--- src/rtl/cv32e40p_obi_instr_responder.sv ---
// cv32e40p_obi_instr_responder: OBI instruction memory responder; define CV32E40P_OBI_RESP_ERR_EN for out-of-range error responses
module cv32e40p_obi_instr_responder #(
    parameter int          RESP_LATENCY    = 2,
    parameter int          MAX_OUTSTANDING = 2,
    parameter int          MEM_ADDR_WIDTH  = 14,
    parameter logic [31:0] ADDR_BASE       = 32'h0000_0000
) (
    input  logic                      clk,
    input  logic                      rst_n,
    input  logic                      instr_req_i,
    output logic                      instr_gnt_o,
    input  logic [31:0]               instr_addr_i,
    output logic                      instr_rvalid_o,
    output logic [31:0]               instr_rdata_o,
    output logic                      instr_err_o,
    output logic                      mem_req_o,
    output logic [MEM_ADDR_WIDTH-1:0] mem_addr_o,
    input  logic [31:0]               mem_rdata_i,
    input  logic                      mem_stall_i
);
    localparam int CW = $clog2(MAX_OUTSTANDING + 1) + 1;
    logic [CW-1:0] cnt_q;
    logic [RESP_LATENCY-1:0] v_q;
    logic [31:0] off, raw;
    logic in_range, unused_addr;
    assign off = instr_addr_i - ADDR_BASE;
    assign unused_addr = ^off;
`ifdef CV32E40P_OBI_RESP_ERR_EN
    logic [RESP_LATENCY-1:0] e_q;
    assign in_range = (off >> (MEM_ADDR_WIDTH + 2)) == 32'd0;
    assign instr_err_o = e_q[RESP_LATENCY-1];
    always_ff @(posedge clk or negedge rst_n)
        if (!rst_n) e_q <= '0;
        else e_q <= (e_q << 1) | RESP_LATENCY'(instr_gnt_o && !in_range);
`else
    assign in_range = 1'b1;
    assign instr_err_o = 1'b0;
`endif
    // a response retiring this cycle frees its slot for a same-cycle grant
    assign instr_gnt_o = instr_req_i && !mem_stall_i &&
                         ((cnt_q - CW'(instr_rvalid_o)) < CW'(MAX_OUTSTANDING));
    assign mem_req_o = instr_gnt_o && in_range;
    assign mem_addr_o = off[MEM_ADDR_WIDTH+1:2];
    assign instr_rvalid_o = v_q[RESP_LATENCY-1];
    assign instr_rdata_o = (instr_rvalid_o && !instr_err_o) ? raw : '0;
    always_ff @(posedge clk or negedge rst_n)
        if (!rst_n) begin
            cnt_q <= '0;
            v_q <= '0;
        end else begin
            cnt_q <= cnt_q + CW'(instr_gnt_o) - CW'(instr_rvalid_o);
            v_q <= (v_q << 1) | RESP_LATENCY'(instr_gnt_o);
        end
    if (RESP_LATENCY == 1) begin : g_pass
        assign raw = mem_rdata_i;
    end else begin : g_pipe
        logic [RESP_LATENCY-2:0][31:0] d_q;
        always_ff @(posedge clk or negedge rst_n)
            if (!rst_n) d_q <= '0;
            else begin
                d_q[0] <= mem_rdata_i;
                for (int i = 1; i < RESP_LATENCY - 1; i++) d_q[i] <= d_q[i-1];
            end
        assign raw = d_q[RESP_LATENCY-2];
    end
endmodule

--- config.mk ---
export PLATFORM = sky130hd
export DESIGN_NAME = cv32e40p_obi_instr_responder
export DESIGN_NICKNAME = d
export VERILOG_FILES = /design/src/rtl/cv32e40p_obi_instr_responder.sv
export SDC_FILE = /design/constraint.sdc
export NUM_CORES = 1
export LEC_CHECK = 0
export CORE_MARGIN = 4
export CORE_UTILIZATION = 34
export DETAILED_ROUTE_END_ITERATION = 8
export PLACE_DENSITY_LB_ADDON = 0.15
export SYNTH_ARGS = -nofsm -noshare
export SYNTH_HDL_FRONTEND = slang
export SYNTH_SLANG_ARGS = --single-unit
--- constraint.sdc ---
create_clock -name clk -period 4.85 [get_ports clk]
set_input_delay 0.7275 -clock clk [delete_from_list [all_inputs] [get_ports clk]]
set_output_delay 0.7275 -clock clk [all_outputs]
set_load 0.05 [all_outputs]
# Yosys cells after proc, flatten, opt, wreduce, memory -nomap -nowiden
# Index checks and enable logic that the tools add are counted.
# classes
n_lt_le_gt_ge,1
reduce_logical,3
add_sub_neg,3
bitwise_logic,1
muxes,1
# op_table
op,n
$mux W32,1
$sub A3 B1 Y3,2
$add A3 B1 Y3,1
$lt A3 B2 Y1 const B,1
$logic_and A1 B1 Y1,2
$or A2 B1 Y2,1
$logic_not A1 Y1,1
# word_totals
elab_cells,12
register_bits,37
out_inout_bits,50

# Depth between registers and ports, before layout
# Gate-level depths: netlist of run 1.
# logic_depth
depth_word,5
depth_mapped,9

# Worst setup path before layout of run 1
# OpenSTA, ideal clock, no wires.
# synth_path
path_type,register -> output
start,register v_q[1]
end,output port mem_req_o
setup_slack_ns,1.404
t_required_ns,4.123
stages_incl_launch_ff,6
t_arrival_ns,2.719
cell_sequence,dfrtp_1 ha_1 inv_1 ha_1 nor4b_2 buf_4
# synth_between
elab_chain_len,3
# synth_rtl
element,line_no,source
"start, declared",23,logic [RESP_LATENCY-1:0] v_q;
"start signal, assigned",52,v_q <= (v_q << 1) | RESP_LATENCY'(instr_gnt_o);
$sub A3 B1 Y3,41,((cnt_q - CW'(instr_rvalid_o)) < CW'(MAX_OUTSTANDING));
$lt A3 B2 Y1,41,
$logic_and A1 B1 Y1,40,assign instr_gnt_o = instr_req_i && !mem_stall_i &&
"end, declared",16,"output logic mem_req_o,"
# Every way passes these cells.

# Worst setup path after layout of run 1
# Same ends and word-level chain as after synthesis.

==> flow_metrics.py, run 1 <==
metrics = {
    "outcome": {
        "status": "complete, no violations",
    },
    "layout": {
        "layout-drive-gt1-share": 0.0559,
        "fin_cells": 209,
        "diodes": 0,
        "area_growth_pct": 51.3,
        "multiInputGateArea_um2": 315,
        "final_nets": 234,
        "fillers": 325,
        "regArea_um2": 926,
        "utilization": 0.554,
    },
    "logic_synthesis": {
        "netlist_area_mm2": 0.00139,
        "syn-mean-instance-area_um2": 13.6,
        "synth_cell_types": 11,
        "synth_top_area_cell": "dfrtp_1",
        "ys.flop_type": "dfrtp_1",
        "async_reset_ff_frac": 1.00,
        "synth-edff-count": 0,
        "synth_warnings": 0,
        "synthCells": 102,
        "seq_area_frac_synth": 0.665,
        "ys_ff_latch": 37,
        "syn-num-nets": 175,
        "synth_area_leaders": "dfrtp_1 (67%), and2_1 (14%), buf_4 (8.6%)",
        "synth.most_common_cell": "dfrtp_1",
        "synthTopCellsByCount": "dfrtp_1 (37), and2_1 (32), buf_4 (16)",
        "synth_top_area_share": 0.665,
    },
    "critical_path": {
        "critical_path_class": "reg -> out",
        "critPathArrivalTime_ns": 2.51,
        "end_kind": "output pin",
        "crit_fanout": 4,
        "start_kind": "flop",
        "worstPathRequired_ns": 4.12,
    },
    "job": {
        "maxCapViolations": 0,
    },
    "power_and_ir_drop": {
        "p_total_mw": 0.845,
        "p_clk_frac": 0.245,
        "p_int_mw": 0.566,
        "sw_frac_of_total": 0.330,
        "p_sw_mw": 0.279,
        "peakVddDrop_mv": 0.173,
        "p_leak_nw": 0.910,
        "pwr-share-comb": 0.343,
        "p_seq_frac": 0.412,
        "powerDensity_mw_per_mm2": 401,
    },
    "sta": {
        "worstMarginPinSlew_ns": 0.787,
        "hold_ws_ns": 0.348,
        "finalSetupViolations": 0,
        "finalClockSkew_ns": 0.000994,
        "maxSlewHeadroom": 0.475,
        "hold_viol": 0,
        "rsz0062_at_grt": "no",
        "finalCriticalPeriod_ns": 3.23,
        "slew_violations": 0,
        "setup-tns-final_ns": 0,
        "fmax_mhz": 309,
        "fin_crit_sh": 0.667,
    },
    "clock_network": {
        "clockRootBuffer": "clkbuf_8",
        "cts_htree_levels": 2,
        "cts_buffers": 5,
        "clk_latency_ns": 0.28,
        "ctsHoldBuffers": 0,
        "path_clk_slew_ns": 0.06,
        "cts_setup_buffers": 0,
        "cts_sinks": 37,
        "cts_tree": "built",
        "clockBufferDepth": 2,
        "cts_resized": 0,
    },
    "grt": {
        "grt_pass1_vias": 885,
        "antenna_found_initial": 0,
        "grt_start_max_net_pins": 38,
        "grt-ovfl-total": 0,
        "grt_usage": 0.113,
        "grt_pass1_wl_um": 4330,
    },
    "drt": {
        "drcViolationCount": 0,
        "wl_per_cell_um": 13.1,
        "firstDrtPassIters": 2,
        "vias": 852,
        "drt_iter0_drc": 44,
        "wirelength_um": 2750,
        "via_per_inst": 4.08,
        "ant_nets": 0,
    },
    "place": {
        "globalplace.congestion": 0.768,
        "place.port_buffers": 70,
        "placed_cells": 202,
        "hpwl_um": 2030,
    },
    "floorplan": {
        "die_area_mm2": 0.00518,
        "dieWidth_um": 72.0,
        "placementRows": 22,
        "pin_count": 118,
        "core_area_mm2": 0.00380,
        "die_y_um": 72.0,
        "start_util": 0.366,
    },
    "worst_hold_path": {
        "hp-class": "reg -> reg",
    },
}
## critical path, stage by stage, from the launching register on
cell             delay (ns)
dfrtp_1                0.38
ha_1                   0.21
inv_1                  0.10
ha_1                   0.25
nor4b_2                0.41
clkdlybuf4s50_1        0.88
## logic make-up (layout without fill, tap and decap cells)
family	Yosys count	count (layout)	share of synthesized area
flops	37	37	0.665
simple gates	33	33	0.155
fa+ha+maj	5	5	0.0504
buf+inv	23	82	0.108
xor+xnor	3	3	0.0189
other cells	1	1	0.00270
## cell usage in the layout, fill, tap and decap left out, drive strengths merged
cell / synthesis / final
dfrtp: 37 / 37
and2: 32 / 32
clkdlybuf4s50: 0 / 69
conb: 1 / 1
buf: 16 / 2
clkbuf: 3 / 7
nor4b: 1 / 1
xnor2: 2 / 2
xor2: 1 / 1
fa: 1 / 1
inv: 4 / 4
ha: 4 / 4
## layout make-up
class,instances,area share
Sequential cell,37,0.440
Timing Repair Buffer,71,0.334
Multi-Input combinational cell,42,0.150
Clock buffer,7,0.0410
Tap cell,48,0.0285
Inverter,4,0.00713
## state kept, by name, summed over array words and instances (netlist names)
register	cells
cnt_q	3
g_pipe.d_q	32
v_q	2
## power by group through the flow
| stage | combinational (mW) | sequential (mW) | clock [mW] |
|---|---|---|---|
| 2_1_floorplan | 0.215 | 0.359 | 0 |
| 3_3_place_gp | 0.288 | 0.354 | 0 |
| 3_5_place_dp | 0.294 | 0.354 | 0 |
| 4_1_cts | 0.296 | 0.348 | 0.217 |
| 5_1_grt | 0.315 | 0.351 | 0.228 |
| 6_report | 0.290 | 0.348 | 0.207 |
## layer usage
metal	up-vias	track usage	part of all wire	wire length (µm)
met5	-	0	0	0
met4	0	0.0772	0.023	62
met3	9	0.0485	0.099	273
met2	49	0.165	0.47	1300
met1	392	0.135	0.40	1110
li1	402	-	-	-
## path summary, 6_finish.rpt
check	start	to	slack [ns]	cells after the start
min	v_q[0]	v_q[1]	0.35	0
max reg2reg	v_q[1]	cnt_q[2]	2.74	8
max	v_q[1]	mem_req_o	1.62	5
min in group asynchronous	rst_n	g_pipe.d_q[29]	0.52	1
min reg2reg	v_q[0]	v_q[1]	0.35	0
max in group asynchronous	rst_n	g_pipe.d_q[22]	3.83	1
## metrics by stage
| step | worst slack [ns] | instance area, µm² |
|---|---|---|
| final | 1.62 | 2110 |
| after floorplan | 1.40 | 1390 |
| after global placement | 1.66 | 2020 |
| after CTS | 1.56 | 2110 |
| after detailed placement | 1.64 | 2020 |
| after global routing | 1.39 | 2110 |
(Power assumes the default switching activity.)
==> run 2, diff against run 1 <==
--- a/config.mk
+++ b/config.mk
@@ -6,7 +6,7 @@
 export NUM_CORES = 1
 export LEC_CHECK = 0
 export CORE_MARGIN = 4
-export CORE_UTILIZATION = 34
+export CORE_UTILIZATION = 28
 export DETAILED_ROUTE_END_ITERATION = 8
 export PLACE_DENSITY_LB_ADDON = 0.15
 export SYNTH_ARGS = -nofsm -noshare
==> constraint.sdc (replaced) <==
create_clock -name clk -period 2.7 [get_ports clk]
set_input_delay 0.405 -clock clk [delete_from_list [all_inputs] [get_ports clk]]
set_output_delay 0.405 -clock clk [all_outputs]
set_load 0.05 [all_outputs]
==> run 2 against run 1 <==
Effect of this change:
- die area increased by 19%
- first-iteration DRC count decreased by 68%
- combinational power increased by 90%
- total power increased by 97%
- clock skew about the same
- critical path type unchanged
- critical endpoint unchanged
- final area increased by 4.3%
==> flow_metrics.py, run 2 (synthesis results as in run 1) <==
metrics = {
    "worst_hold_path": {
        "hp-class": "in -> async",
    },
    "critical_path": {
        "cpMostUsedCell": "ha_1",
        "critPathLaunch": "v_q[1]",
        "rr_endpoint": "cnt_q[2]",
        "ff2ff_setup_slack_ns": 0.57,
        "critPathArrivalTime_ns": 1.90,
        "start_kind": "flop",
        "slowest_delay_ns": 0.40,
        "critPathTopFamily": "adder cells",
        "rr_worst_depth": 8,
        "end_kind": "output pin",
        "crit_fanout": 3,
        "worstPathRequired_ns": 2.30,
        "r2r-start": "v_q[1]",
        "critical_path_buf_inv_count": 3,
        "cpMaxStageDelayCell": "dfrtp_2",
        "crit_chain": "ha_1 > inv_1 > ha_1 > nor4b_4 > buf_4 > buf_12",
        "critical_path_class": "reg -> out",
    },
    "place": {
        "globalplace.congestion": 0.625,
        "post-place-ws_ns": 0.592,
        "hpwl_um": 2160,
        "place.port_buffers": 70,
        "dpl_cell_area_mm2": 0.00208,
    },
    "power_and_ir_drop": {
        "powerDensity_mw_per_mm2": 757,
        "peakVddDrop_mv": 0.279,
        "sw_frac_of_total": 0.318,
        "p_sw_mw": 0.529,
        "p_total_mw": 1.66,
        "p_int_mw": 1.13,
        "p_seq_frac": 0.376,
        "p_clk_frac": 0.293,
        "pwr-share-comb": 0.331,
        "p_leak_nw": 0.943,
    },
    "sta": {
        "setup-tns-final_ns": 0,
        "fmax_mhz": 434,
        "fin_crit_sh": 0.853,
        "worstMarginPinSlew_ns": 0.823,
        "slew_violations": 0,
        "finalCriticalPeriod_ns": 2.30,
        "rsz0062_at_grt": "no",
        "hold_viol": 0,
        "maxSlewHeadroom": 0.451,
        "finalSetupViolations": 0,
        "finalClockSkew_ns": 0.000834,
        "setup_slack_ns": 0.398,
    },
    "outcome": {
        "status": "complete, no violations",
    },
    "clock_network": {
        "clockBufferDepth": 2,
        "ctsHoldBuffers": 0,
        "cts_htree_levels": 2,
        "cts_buffers": 5,
        "path_clk_slew_ns": 0.07,
        "clk_latency_ns": 0.28,
        "cts_tree": "built",
        "cts_sinks": 37,
        "cts_resized": 0,
        "clockRootBuffer": "clkbuf_8",
        "cts_setup_buffers": 0,
    },
    "layout": {
        "layout-drive-gt1-share": 0.0859,
        "regArea_um2": 927,
        "largest_reg_flops": 32,
        "multiInputGateArea_um2": 324,
        "final_cell_mix": "clkdlybuf4s50_1 (67), dfrtp_1 (36), and2_1 (32)",
        "utilization": 0.462,
        "final_area_mm2": 0.00220,
        "fillers": 456,
        "final_nets": 235,
        "area_growth_pct": 57.9,
        "layout_commonest_cell": "clkdlybuf4s50_1",
        "top_regs": "g_pipe.d_q x32, cnt_q x3, v_q x2",
        "diodes": 0,
        "top_register": "g_pipe.d_q",
    },
    "grt": {
        "grt-ovfl-total": 0,
        "grt_start_max_net_pins": 38,
        "grt_pass1_wl_um": 4910,
        "grt_usage": 0.106,
        "grt_pass1_vias": 1015,
        "antenna_found_initial": 0,
    },
    "drt": {
        "ant_nets": 0,
        "wl_per_cell_um": 13.1,
        "drt_iter0_drc": 14,
        "vias": 884,
        "firstDrtPassIters": 2,
        "via_per_inst": 3.84,
        "wirelength_um": 3000,
        "drcViolationCount": 0,
    },
    "job": {
        "maxCapViolations": 0,
    },
    "floorplan": {
        "placementRows": 25,
        "pin_count": 118,
        "start_util": 0.293,
        "die_y_um": 78.5,
        "die_area_mm2": 0.00616,
        "dieWidth_um": 78.5,
        "core_area_mm2": 0.00475,
    },
}
## run 2: cell types whose count changed in the layout (fill, tap and decap cells not counted)
cell	before	now
buf_12	0	2
nor4b_2	1	0
dfrtp_2	0	1
dfrtp_1	37	36
bufinv_16	0	1
clkdlybuf4s50_1	69	67
nor4b_4	0	1
buf_4	1	2
## run 2: area by class of cell
| cell class | instances | share of cell area |
|---|---|---|
| Sequential cell | 37 | 0.422 |
| Timing Repair Buffer | 72 | 0.333 |
| Multi-Input combinational cell | 42 | 0.147 |
| Clock buffer | 7 | 0.0393 |
| Tap cell | 67 | 0.0382 |
| Clock inverter | 1 | 0.0137 |
| Inverter | 4 | 0.00683 |
## run 2: stage by stage
stage	instances	hold slack, ns
final	230	0.215
after global routing	230	0.288
after CTS	230	0.248
after detailed placement	222	0.335
after global placement	222	0.335
after floorplan	102	0.109
## run 2: power groups by stage
stage / Clock (mW) / Combinational, mW / Sequential (mW)
floorplan: 0 / 0.397 / 0.645
finish: 0.487 / 0.551 / 0.626
CTS: 0.508 / 0.565 / 0.627
detailed placement: 0 / 0.556 / 0.638
global placement: 0 / 0.551 / 0.635
global route: 0.538 / 0.597 / 0.632
## run 2: metal layers
layer,wire (µm),global-route usage,share of wire
met1,1140,0.109,0.38
met2,1530,0.182,0.51
met3,231,0.0413,0.077
met4,99,0.0629,0.033
met5,0,0,0
## run 2: worst reg2reg max path, delay by kind of cell (launching register included)
family / cells / cell delay (ns)
AND/OR/NAND/NOR: 1 / 0.08
XOR/XNOR: 3 / 0.57
flip-flops: 1 / 0.40
adder cells (fa/ha/maj): 4 / 1.01
## run 2: how the worst max path moves through the flow
| stage | depth (start not counted) | endpoint |
|---|---|---|
| 2_1_floorplan | 6 | cnt_q[1] |
| 3_3_place_gp | 8 | cnt_q[2] |
| 3_5_place_dp | 8 | cnt_q[2] |
| 4_1_cts | 6 | mem_req_o |
| 5_1_grt | 3 | instr_rdata_o[15] |
| 6_report | 6 | mem_req_o |
